`config.mk`:
```
export PLATFORM = sky130hd
export DESIGN_NAME = fir_mac_sequencer_flat
export DESIGN_NICKNAME = d
export VERILOG_FILES = /design/src/rtl/fir_mac_sequencer_if.sv /design/src/rtl/fir_mac_sequencer.sv /design/src/flat_wrapper.sv
export SDC_FILE = /design/constraint.sdc
export NUM_CORES = 1
export LEC_CHECK = 0
export ABC_CLOCK_PERIOD_IN_PS = 7300
export BUFFER_PORTS_ARGS = -buffer_cell sky130_fd_sc_hd__buf_2
export CAP_MARGIN = 20
export CELL_PAD_IN_SITES_DETAIL_PLACEMENT = 0
export CELL_PAD_IN_SITES_GLOBAL_PLACEMENT = 1
export CORE_ASPECT_RATIO = 1.25
export CORE_MARGIN = 4
export CORE_UTILIZATION = 30
export CTS_CLUSTER_DIAMETER = 80
export CTS_CLUSTER_SIZE = 14
export DETAILED_ROUTE_END_ITERATION = 6
export PLACE_DENSITY = 0.66
export SYNTH_ARGS = -nofsm -noshare
export SYNTH_HDL_FRONTEND = slang
export SYNTH_SLANG_ARGS = --single-unit
```
`constraint.sdc`:
```
create_clock -name system1000 -period 7.3 [get_ports system1000]
set_input_delay 0.73 -clock system1000 [delete_from_list [all_inputs] [get_ports system1000]]
set_output_delay 0.73 -clock system1000 [all_outputs]
set_load 0.05 [all_outputs]
```
`src/rtl/fir_mac_sequencer_if.sv`:
```
// fir_mac_sequencer_if: sample, coefficient, shared-multiplier and result
// handshake signals of the time-multiplexed FIR controller.
interface fir_mac_sequencer_if #(
    parameter int TAPS = 4,
    parameter int DW   = 16
);
    localparam int AW = $clog2(TAPS);
    logic          in_valid;
    logic [DW-1:0] in_data;
    logic          in_ready;
    logic          coef_we;
    logic [AW-1:0] coef_addr;
    logic [DW-1:0] coef_data;
    logic          coef_ready;
    logic [DW-1:0] mult_a;
    logic [DW-1:0] mult_b;
    logic [DW-1:0] mult_result;
    logic          out_valid;
    logic [DW-1:0] out_data;
    logic          out_ready;
    logic          busy;
    modport slave (
        input  in_valid, in_data, coef_we, coef_addr, coef_data, mult_result, out_ready,
        output in_ready, coef_ready, mult_a, mult_b, out_valid, out_data, busy
    );
    modport master (
        output in_valid, in_data, coef_we, coef_addr, coef_data, mult_result, out_ready,
        input  in_ready, coef_ready, mult_a, mult_b, out_valid, out_data, busy
    );
endinterface

```
`src/rtl/fir_mac_sequencer.sv`:
```
// fir_mac_sequencer: FIR controller sharing one external saturating multiplier
// across all taps, one MAC per cycle, result offered under valid/ready.
module fir_mac_sequencer #(
    parameter int TAPS = 4,
    parameter int DW   = 16
) (
    input logic                 system1000,
    input logic                 system1000_rst,
    fir_mac_sequencer_if.slave  bus
);
    localparam int AW = $clog2(TAPS);
    localparam logic [1:0] IDLE = 2'd0;
    localparam logic [1:0] MAC  = 2'd1;
    localparam logic [1:0] OUT  = 2'd2;

    logic [1:0]    state_q, state_d;
    logic [DW-1:0] x_q [TAPS];
    logic [DW-1:0] coef_q [TAPS];
    logic [DW-1:0] acc_q, acc_d;
    logic [AW-1:0] idx_q;
    logic [DW:0]   sum;
    logic          idle, mac, outst, last;

    assign idle  = state_q == IDLE;
    assign mac   = state_q == MAC;
    assign outst = state_q == OUT;
    assign last  = idx_q == AW'(TAPS - 1);

    // Overflow shows as disagreement of the two top bits of the widened sum.
    assign sum   = {acc_q[DW-1], acc_q} + {bus.mult_result[DW-1], bus.mult_result};
    assign acc_d = (sum[DW] ^ sum[DW-1]) ? {sum[DW], {(DW-1){~sum[DW]}}} : sum[DW-1:0];

    always_comb begin
        state_d = (idle && bus.in_valid) ? MAC :
                  (mac && last) ? OUT :
                  (outst && bus.out_ready) ? IDLE : state_q;
    end

    assign bus.in_ready   = idle;
    assign bus.coef_ready = idle;
    assign bus.busy       = mac || outst;
    assign bus.out_valid  = outst;
    assign bus.out_data   = outst ? acc_q : '0;
    assign bus.mult_a     = mac ? x_q[idx_q] : '0;
    assign bus.mult_b     = mac ? coef_q[idx_q] : '0;

    always_ff @(posedge system1000) begin
        if (system1000_rst) begin
            state_q <= IDLE;
            acc_q   <= '0;
            idx_q   <= '0;
            for (int k = 0; k < TAPS; k++) begin
                x_q[k]    <= '0;
                coef_q[k] <= '0;
            end
        end else begin
            state_q <= state_d;
            if (idle && bus.in_valid) begin
                x_q[0] <= bus.in_data;
                for (int k = 1; k < TAPS; k++) x_q[k] <= x_q[k-1];
                acc_q <= '0;
                idx_q <= '0;
            end
            if (mac) begin
                acc_q <= acc_d;
                idx_q <= idx_q + 1'b1;
            end
            if (idle && bus.coef_we) coef_q[bus.coef_addr] <= bus.coef_data;
        end
    end
endmodule

```
`src/flat_wrapper.sv`:
```
// flat-port wrapper written by rule: the top's interface ports become plain ports
module fir_mac_sequencer_flat 
#(
    parameter int TAPS = 4,
    parameter int DW   = 16
)
  (system1000, system1000_rst, bus_in_valid, bus_in_data, bus_coef_we, bus_coef_addr, bus_coef_data, bus_mult_result, bus_out_ready, bus_in_ready, bus_coef_ready, bus_mult_a, bus_mult_b, bus_out_valid, bus_out_data, bus_busy);
  fir_mac_sequencer_if #(.TAPS(TAPS), .DW(DW)) bus_i ();
  input logic system1000;
  input logic system1000_rst;
  input wire logic [$bits(bus_i.in_valid)-1:0] bus_in_valid;
  input wire logic [$bits(bus_i.in_data)-1:0] bus_in_data;
  input wire logic [$bits(bus_i.coef_we)-1:0] bus_coef_we;
  input wire logic [$bits(bus_i.coef_addr)-1:0] bus_coef_addr;
  input wire logic [$bits(bus_i.coef_data)-1:0] bus_coef_data;
  input wire logic [$bits(bus_i.mult_result)-1:0] bus_mult_result;
  input wire logic [$bits(bus_i.out_ready)-1:0] bus_out_ready;
  output wire logic [$bits(bus_i.in_ready)-1:0] bus_in_ready;
  output wire logic [$bits(bus_i.coef_ready)-1:0] bus_coef_ready;
  output wire logic [$bits(bus_i.mult_a)-1:0] bus_mult_a;
  output wire logic [$bits(bus_i.mult_b)-1:0] bus_mult_b;
  output wire logic [$bits(bus_i.out_valid)-1:0] bus_out_valid;
  output wire logic [$bits(bus_i.out_data)-1:0] bus_out_data;
  output wire logic [$bits(bus_i.busy)-1:0] bus_busy;
  assign bus_i.in_valid = bus_in_valid;
  assign bus_i.in_data = bus_in_data;
  assign bus_i.coef_we = bus_coef_we;
  assign bus_i.coef_addr = bus_coef_addr;
  assign bus_i.coef_data = bus_coef_data;
  assign bus_i.mult_result = bus_mult_result;
  assign bus_i.out_ready = bus_out_ready;
  assign bus_in_ready = bus_i.in_ready;
  assign bus_coef_ready = bus_i.coef_ready;
  assign bus_mult_a = bus_i.mult_a;
  assign bus_mult_b = bus_i.mult_b;
  assign bus_out_valid = bus_i.out_valid;
  assign bus_out_data = bus_i.out_data;
  assign bus_busy = bus_i.busy;
  fir_mac_sequencer #(.TAPS(TAPS), .DW(DW)) u_core (.system1000(system1000), .system1000_rst(system1000_rst), .bus(bus_i));
endmodule
```
# ---- Yosys cells after proc, flatten, opt, wreduce, memory -nomap -nowiden
# Memories as Yosys holds them, arrays and structs flattened. A register that Yosys moved wholly into a read port is not among the register bits.
# Index checks and enable logic that the tools add are counted.
dict set report totals {
  output_inout_bits 52
  word_cells 58
  n_memories 2
  ram_bits 128
  inputBits 55
  ff_bits 20
}
dict set report op_classes {
  muxes 30
  bitwise 6
  n_reduce_logical 11
  add_sub_neg 2
  eq_ne 3
}
# name depth width read_ports rd_clocked_by_memory_dff write_ports line_no
set mem_list {}
lappend mem_list {u_core.coef_q 4 16 1 1 4 fir_mac_sequencer.sv:18} ;# logic [DW-1:0] coef_q [TAPS];
lappend mem_list {u_core.x_q 4 16 4 1 4 fir_mac_sequencer.sv:17} ;# logic [DW-1:0] x_q [TAPS];
# op n
set ops {}
lappend ops {{$mux W16} 11}
lappend ops {{$mux W2} 9}
lappend ops {{$add A16 B16 Y17} 1}
lappend ops {{$reduce_or A16 Y1} 1}
lappend ops {{$mux W1} 10}
lappend ops {{$eq A2 B2 Y1 const B} 2}
lappend ops {{$logic_and A1 B1 Y1} 4}
lappend ops {{$or A1 B1 Y1} 4}
lappend ops {{$reduce_bool A2 Y1} 2}
lappend ops {{$reduce_bool A3 Y1} 1}
lappend ops {{$add A2 B1 Y2 const B} 1}
lappend ops {{$eq A2 B1 Y1 const B} 1}
lappend ops {{$logic_not A2 Y1} 1}
lappend ops {{$reduce_or A2 Y1} 1}
lappend ops {{$logic_or A1 B1 Y1} 1}
lappend ops {{$not A1 Y1} 1}
lappend ops {{$xor A1 B1 Y1} 1}

# ---- Logic depth before layout (Yosys ltp)
# Gate-level depths: netlist of run 1.
dict set report depth {
  depth_word 7
  ltp_mapped 11
  mapped_depth_nobuf 9
}

# ---- Worst setup path after synthesis of run 1
# No wires, ideal clock.
dict set report synth_timing {
  kind {input to register}
  startpoint {input port bus_mult_result[0]}
  endpoint {register u_core.acc_q[12]}
  arrival_ns 2.937
  required_ns 7.179
  setup_time_ns 0.121
  setup_slack_ns 4.242
  n_path_buf 1
  stages 10
  path_cell_list {ha_1 -> fa_1 -> a211o_1 -> a2111o_1 -> and2_4 -> nand2_4 -> a41oi_4 -> buf_6 -> a221oi_2 -> nor3_1}
}
dict set report synth_between {
  elab_chain_cells 4
  elab_cells_between_ends 5
  cone_classes {1 x add/sub; 2 x mux; 2 x bitwise}
}
# item line_no
set synth_lines {}
lappend synth_lines {{start, declared} flat_wrapper.sv:16} ;# input wire logic [$bits(bus_i.mult_result)-1:0] bus_mult_result;
lappend synth_lines {{$add A16 B16 Y17 (*)} fir_mac_sequencer.sv:30} ;# assign sum = {acc_q[DW-1], acc_q} + {bus.mult_result[DW-1], bus.mult_result};
lappend synth_lines {{$xor A1 B1 Y1 / $not A1 Y1 (equally long branches)} fir_mac_sequencer.sv:31} ;# assign acc_d = (sum[DW] ^ sum[DW-1]) ? {sum[DW], {(DW-1){~sum[DW]}}} : sum[DW-1:0];
lappend synth_lines {{$mux W16 (*)} fir_mac_sequencer.sv:31}
lappend synth_lines {{$mux W16 (*)} fir_mac_sequencer.sv:64} ;# if (mac) begin
lappend synth_lines {{end signal, assigned} fir_mac_sequencer.sv:50} ;# acc_q <= '0;
lappend synth_lines {{end signal, assigned} fir_mac_sequencer.sv:61} ;# acc_q <= '0;
lappend synth_lines {{end signal, assigned} fir_mac_sequencer.sv:65} ;# acc_q <= acc_d;
lappend synth_lines {{end, declared} fir_mac_sequencer.sv:19} ;# logic [DW-1:0] acc_q, acc_d;
# Mark *: on every way between the ends. The rest lies on a longest branch, timed or not.
# A chain may end at the register's enable or synchronous reset.

==> out/metrics.csv, run 1 <==
stage,metric,value,unit
sta,fin_crit_sh,41.5,%
synthesis,postSynthCellCount,598,
synthesis,synth_edf_count,128,
die,die_h,188,microns
sta,maxSlewHeadroom,27.9,%
layout,num-nets-final,771,
cts,insertion_delay,0.42,ns
critical_path,crit_chain,buf_4 > mux4_2 > and2_1 > buf_2,
min_path,hold_class,flip-flop to flip-flop,
synthesis,synth_cell_types,55,
power,peakVddDrop,0.157,mV
placement,port_buffers,106,
cts,cts_buffers,17,
sta,worst_slew_pin_slew,1.08,ns
routing,firstDrtPassIters,6,
sta,layout_setup_ws,4.27,ns
global_routing,grt_max_degree,66,
power,p_per_area,253,mW/mm^2
cts,cts_resized,0,
synthesis,ys_async_sr_fraction,0,%
sta,setup_viol,0,
sta,rsz0062_at_grt,no,
routing,vias_per_cell,4.82,
synthesis,syn_avg_cell_area,12.9,sq um
layout,layout_common_cells,"and2_1, edfxtp_1, buf_2",
layout,area_delta_synth_final,18.8,%
run_status,status,"finished, final reports clean",
die,start_util,30.5,%
critical_path,end_kind,primary output,
cts,hold_buffers,0,
routing,routed_wirelength,18100,microns
routing,wl_per_cell,17.3,microns
placement,pre_cts_slack,3.87,ns
synthesis,netlist_area,0.00774,sq mm
critical_path,cp.arrival,2.30,ns
sta,clock.fmax,0.330,GHz
sta,layout_min_cycle_time,3.03,ns
layout,finalNonFillerCells,1042,
sta,finalClockSkew,0.00694,ns
cts,cts_root_buf,clkbuf_16,
cts,post-cts-setup-buffers,0,
placement,place_inst,1011,
cts,clk_pin_slew,0.06,ns
synthesis,synth_seq_area_share,55.3,%
synthesis,synthFlopType,edfxtp_1,
die,die_area,0.0285,sq mm
critical_path,criticalPathCategory,flip-flop to primary output,
synthesis,synth_seq_cells,150,
synthesis,syn_nets,674,
placement,routabilityCongestion,0.783,
sta,finalHoldViolCount,0,
run,drv_cap,0,
global_routing,antenna_found_initial,0,
global_routing,overflow,0,
routing,drc,0,
sta,hold_ws,0.484,ns
die,die-width,152,microns
critical_path,crit_path_start_kind,flip-flop,
die,io_pins,107,
critical_path,crit_slowest_cell,mux4_2,
cts,cts_tree,yes,
placement,place_hpwl,11500,microns
routing,ant_nets,0,
routing,routed-via-count,5026,
critical_path,slowest_delay,0.59,ns
critical_path,cp.required,6.57,ns
cts,clock-sinks,150,
cts,clk_path_buf_depth,2,
global_routing,grt_pass1_wl,28600,microns
cts,h-tree-depth,4,
global_routing,grt_use_total,13.1,%
sta,final_max_slew_viol_count,0,
sta,tns,0,ns
layout,final_common_cell,and2_1,
die,core,0.0254,sq mm
synthesis,synth_warnings,0,
power,power.leakage,0.00366,uW
routing,drtIter0Drc,240,
critical_path,path_max_fanout,32,
layout,insertedDiodeCount,0,
layout,drive_gt1_share,27.4,%
die,fp-row-count,65,
global_routing,grt_pass1_vias,5219,
-- synthesized netlist by cell type (2+ instances only) --
master,instances,area (sq um)
a2111o_1,2,22.5
and3_1,3,18.8
edfxtp_1,128,3840
mux4_2,32,721
buf_2,4,20.0
a22oi_1,8,60.1
nand3_1,3,15.0
xnor2_1,8,70.1
a211oi_1,8,60.1
nand2_1,15,56.3
nor2b_1,2,12.5
o21ai_0,20,100
and2_1,179,1120
buf_4,5,37.5
o211ai_1,3,22.5
o21ai_1,2,10.0
dfxtp_1,22,440
a221oi_1,6,52.6
buf_6,5,56.3
a31oi_1,2,12.5
a21oi_1,31,155
a41o_1,2,20.0
nand2b_1,4,25.0
ha_1,20,250
clkbuf_1,24,90.1
nor2_1,6,22.5
nor3_1,16,80.1
inv_1,4,15.0
a21o_1,2,15.0
a21o_2,2,17.5
xor2_1,3,26.3
mux2i_1,3,30.0
or2_2,2,12.5
-- layer usage --
metal	vias to the layer above	routed length, microns	track usage, %
met5	-	0	0
met4	0	294	4.43
met3	19	757	2.76
met2	118	8960	21.6
met1	2488	8040	17.2
li1	2401	-	-
-- per-stage QoR --
stage	instance area (sq um)	utilization, %	power, uW
after floorplan	7740	-	1370
after global placement	8600	33.9	1480
after detailed placement	8620	34.0	1480
after CTS	9190	36.2	2360
after global routing	9190	36.2	2440
final	9190	36.2	2330
-- critical path: cells and delay by family (launching register included) --
| family | cells | cell delay [ns] |
|---|---|---|
| buffers and inverters | 2 | 0.77 |
| DFF | 1 | 0.31 |
| muxes | 1 | 0.59 |
| and+or+nand+nor | 1 | 0.19 |
-- logic make-up after synthesis --
logic type,count (synthesis),synth area share (%)
multiplexers,35,9.70
adder cells (fa/ha/maj),21,3.49
flip-flops,150,55.3
AO/OA/AOI/OAI,99,8.68
buffers and inverters,42,2.83
XOR/XNOR,11,1.24
AND/OR/NAND/NOR,240,18.7
-- final timing paths --
path | startpoint | cells past startpoint | slack, ns | end
setup reg to reg | u_core.acc_q[0] | 9 | 4.37 | u_core.acc_q[11]
hold reg to reg | u_core.state_q[1] | 2 | 0.48 | u_core.state_q[1]
hold / removal | u_core.state_q[1] | 2 | 0.48 | u_core.state_q[1]
setup / recovery | flip-flop | 4 | 4.27 | bus_mult_b[14]
-- layout make-up --
cell class              instances  area (sq um)
inverters                       4          15.0
well taps                     335           419
repair buffers                116           618
clock buffers                  21           440
fillers                      2538         16200
flip-flops and latches        150          4290
multi-input cells             406          3280
clock inverters                10           131
-- sequential cells by signal, indices dropped and copies added (netlist names), named ones only --
name / cells
u_core.acc_q: 16
u_core.coef_q: 64
u_core.idx_q: 2
u_core.state_q: 2
u_core.x_q: 64
-- report_power, final --
group	total [uW]	internal (uW)	switching, uW
Sequential	1030	1000	31.6
Combinational	428	165	263
Clock	867	533	334
Power figures use the tool's default switching activity.
==> run 2, diff against run 1 <==
--- a/config.mk
+++ b/config.mk
@@ -5,7 +5,7 @@
 export SDC_FILE = /design/constraint.sdc
 export NUM_CORES = 1
 export LEC_CHECK = 0
-export ABC_CLOCK_PERIOD_IN_PS = 7300
+export ABC_CLOCK_PERIOD_IN_PS = 2800
 export BUFFER_PORTS_ARGS = -buffer_cell sky130_fd_sc_hd__buf_2
 export CAP_MARGIN = 20
 export CELL_PAD_IN_SITES_DETAIL_PLACEMENT = 0
==> constraint.sdc (replaced) <==
create_clock -name system1000 -period 2.8 [get_ports system1000]
set_input_delay 0.28 -clock system1000 [delete_from_list [all_inputs] [get_ports system1000]]
set_output_delay 0.28 -clock system1000 [all_outputs]
set_load 0.05 [all_outputs]
==> run 2 against run 1 <==
Against the previous run:
- setup slack lost 4.2 ns
- clock power rose to 2.8 times the previous value
- clock skew rose by 0.00051 ns
- power grew to 2.7 times the previous value
- die area unchanged
- sequential share of layout area is 1.4 points lower
- flip-flop and latch count is the same
- non-clock buffer count grew 23
- global-route usage up 0.47 points
- critical path depth is 6 higher
- register-to-register slack worse by 4.3 ns
- critical endpoint is now u_core.acc_q[7]
- largest power group unchanged
- highest routed layer unchanged
==> out/metrics.csv, run 2 (synthesis gave the netlist of run 1 again) <==
stage,metric,value,unit,change
run_status,status,"finished, final reports clean",,
power,power.internal,4600,uW,+170%
power,swShare,27.4,%,+0.36 points
placement,place_hpwl,12300,microns,+6.8%
sta,maxSlewHeadroom,43.9,%,+16 points
routing,vias_per_cell,4.78,,-0.87%
layout,layout_common_cells,"and2_1, edfxtp_1, buf_2",,
critical_path,startpoint,u_core.acc_q[0],,
critical_path,end_kind,flip-flop,,
min_path,worstHoldPathCells,2,,unchanged
sta,worst_slew_pin_slew,0.835,ns,-0.241 ns
cts,cts_root_buf,clkbuf_16,,
routing,routed-via-count,5097,,+1.4%
critical_path,crit_path_start_kind,flip-flop,,
routing,wl_per_cell,17.6,microns,+1.8%
die,fp-row-count,65,,unchanged
routing,drc,0,,unchanged
layout,final_core_util,37.4,%,+1.1 points
global_routing,top_usage_layer,met2,,
cts,h-tree-depth,4,,unchanged
cts,cts_buffers,17,,unchanged
sta,layout_min_cycle_time,2.68,ns,
die,die-width,152,microns,unchanged
global_routing,grt_use_total,13.6,%,+0.47 points
layout,final_common_cell,and2_1,,
critical_path,r2r_cells,10,,+1
power,seqPwrFrac,42.4,%,-1.9 points
sta,fin_crit_sh,95.9,%,
layout,insertedDiodeCount,0,,unchanged
global_routing,overflow,0,,unchanged
layout,finalNonFillerCells,1066,,+2.3%
critical_path,r2r_start,u_core.acc_q[0],,
routing,routed_wirelength,18800,microns,+4.1%
power,p_sw,1740,uW,+180%
power,p_per_area,669,mW/mm^2,+160%
die,io_pins,107,,unchanged
sta,hold_ws,0.126,ns,-0.358 ns
placement,port_buffers,106,,unchanged
critical_path,crit_chain,ha_2 > fa_2 > a211o_1 > a2111o_1 > and2_4 > nand2_4 > a41oi_4 > clkbuf_16 > a221oi_1 > nor3_1,,
run,drv_cap,0,,unchanged
critical_path,slowest_delay,0.42,ns,-0.17 ns
die,core,0.0254,sq mm,unchanged
layout,area_delta_synth_final,22.5,%,
layout,drive_gt1_share,31.1,%,+3.6 points
cts,insertion_delay,0.42,ns,about the same
power,peakVddDrop,0.421,mV,+170%
power,p_clk_share,38.0,%,+0.7 points
layout,reg.largest.list,"u_core.coef_q: 64 flops, u_core.x_q: 64 flops, u_core.acc_q: 16 flops",,
critical_path,path_max_fanout,4,,-88%
sta,setup_viol,0,,unchanged
power,power_frac_comb,19.7,%,+1.3 points
global_routing,grt_max_degree,66,,unchanged
layout,num-nets-final,795,,+3.1%
global_routing,antenna_found_initial,0,,unchanged
cts,clock-sinks,150,,unchanged
min_path,hold_path_end,u_core.x_q[0][2],,
critical_path,crit_slowest_cell,a2111o_1,,
cts,clk_path_buf_depth,2,,unchanged
global_routing,grt_pass1_wl,29800,microns,+4.3%
die,die_area,0.0285,sq mm,unchanged
die,start_util,30.5,%,unchanged
cts,cts_tree,yes,,
sta,final_max_slew_viol_count,0,,unchanged
placement,place_inst,1031,,+2.0%
routing,firstDrtPassIters,4,,-2
sta,finalClockSkew,0.00745,ns,+0.000505 ns
min_path,hp-start,bus_in_data[2],,
global_routing,grt_pass1_vias,5382,,+3.1%
critical_path,criticalPathCategory,flip-flop to flip-flop,,
global_routing,use_met3,3.12,%,+0.36 points
critical_path,cp.arrival,2.97,ns,+0.67 ns
global_routing,grt_use_met2,22.4,%,+0.84 points
power,power.leakage,0.00381,uW,+4.0%
cts,clk_pin_slew,0.07,ns,about the same
global_routing,use_met1,17.7,%,+0.53 points
min_path,hold_class,primary input to flip-flop,,
routing,ant_nets,0,,unchanged
routing,drtIter0Drc,296,,+23%
sta,clock.fmax,0.373,GHz,
critical_path,rrSetupSlack,0.12,ns,-4.25 ns
placement,routabilityCongestion,0.767,,-2.0%
critical_path,r2r-end,u_core.acc_q[7],,
critical_path,cp.required,3.09,ns,-3.48 ns
sta,finalHoldViolCount,0,,unchanged
die,die_h,188,microns,unchanged
## run 2: cell types whose count changed in the layout (fill, tap and decap cells not counted), sizes merged, moves of 2 or more
cell      before  now
buf          116  137
clkinvlp       1    5
clkbuf        21   19
clkinv         6    4
## run 2: metal layers
metal	vias to the layer above	wire length [microns]
met2	113	9410
met5	-	0
li1	2458	-
met3	18	833
met4	0	272
met1	2508	8280
## run 2: cell type report
type / instances / area (sq um)
multi-input combinational: 407 / 3310
tap: 335 / 419
clock buffer: 17 / 425
timing repair buffer: 139 / 851
clock inverter: 14 / 184
inverter: 4 / 15.0
sequential: 150 / 4290
fill: 2510 / 15900
## run 2: worst max-delay path by stage
stage | end | cells past startpoint | slack, ns
final | u_core.acc_q[7] | 10 | 0.12
after global routing | u_core.acc_q[11] | 10 | -0.008
after CTS | u_core.acc_q[8] | 10 | 0.02
after detailed placement | u_core.acc_q[8] | 11 | -0.07
after global placement | u_core.acc_q[8] | 11 | -0.08
after floorplan | u_core.coef_q[3][0] | 4 | 0.03
## run 2: stage by stage
stage / instance area [sq um] / setup TNS [ns] / power [uW] / setup WS (ns)
2_1_floorplan: 7740 / 0 / 3580 / 0.0298
3_3_place_gp: 8780 / -0.0958 / 3920 / -0.0815
3_5_place_dp: 8780 / -0.276 / 3930 / -0.0698
4_1_cts: 9390 / 0 / 6360 / 0.0163
5_1_grt: 9490 / -0.00812 / 6650 / -0.00812
6_report: 9490 / 0 / 6340 / 0.116
## run 2: power groups by stage
stage / clock network (uW) / registers, uW / logic [uW]
2_1_floorplan: 0 / 2700 / 876
3_3_place_gp: 0 / 2730 / 1190
3_5_place_dp: 0 / 2730 / 1200
4_1_cts: 2470 / 2690 / 1200
5_1_grt: 2560 / 2710 / 1380
6_report: 2410 / 2690 / 1250
## run 2: worst max-delay path, delay by kind of cell (launching register included)
family          cells  cell delay [ns]
compound gates      4             1.12
flops               1             0.32
simple gates        3             0.33
buf+inv             1             0.23
fa+ha+maj           2             0.55
## run 2: what timing repair did
action / CTS / global route
hold buffers: 0 / 0
buffers inserted: 0 / 1
setup endpoints to repair: 0 / 11
endpoints found under the hold margin: 0 / 0
resized for setup: 0 / 7
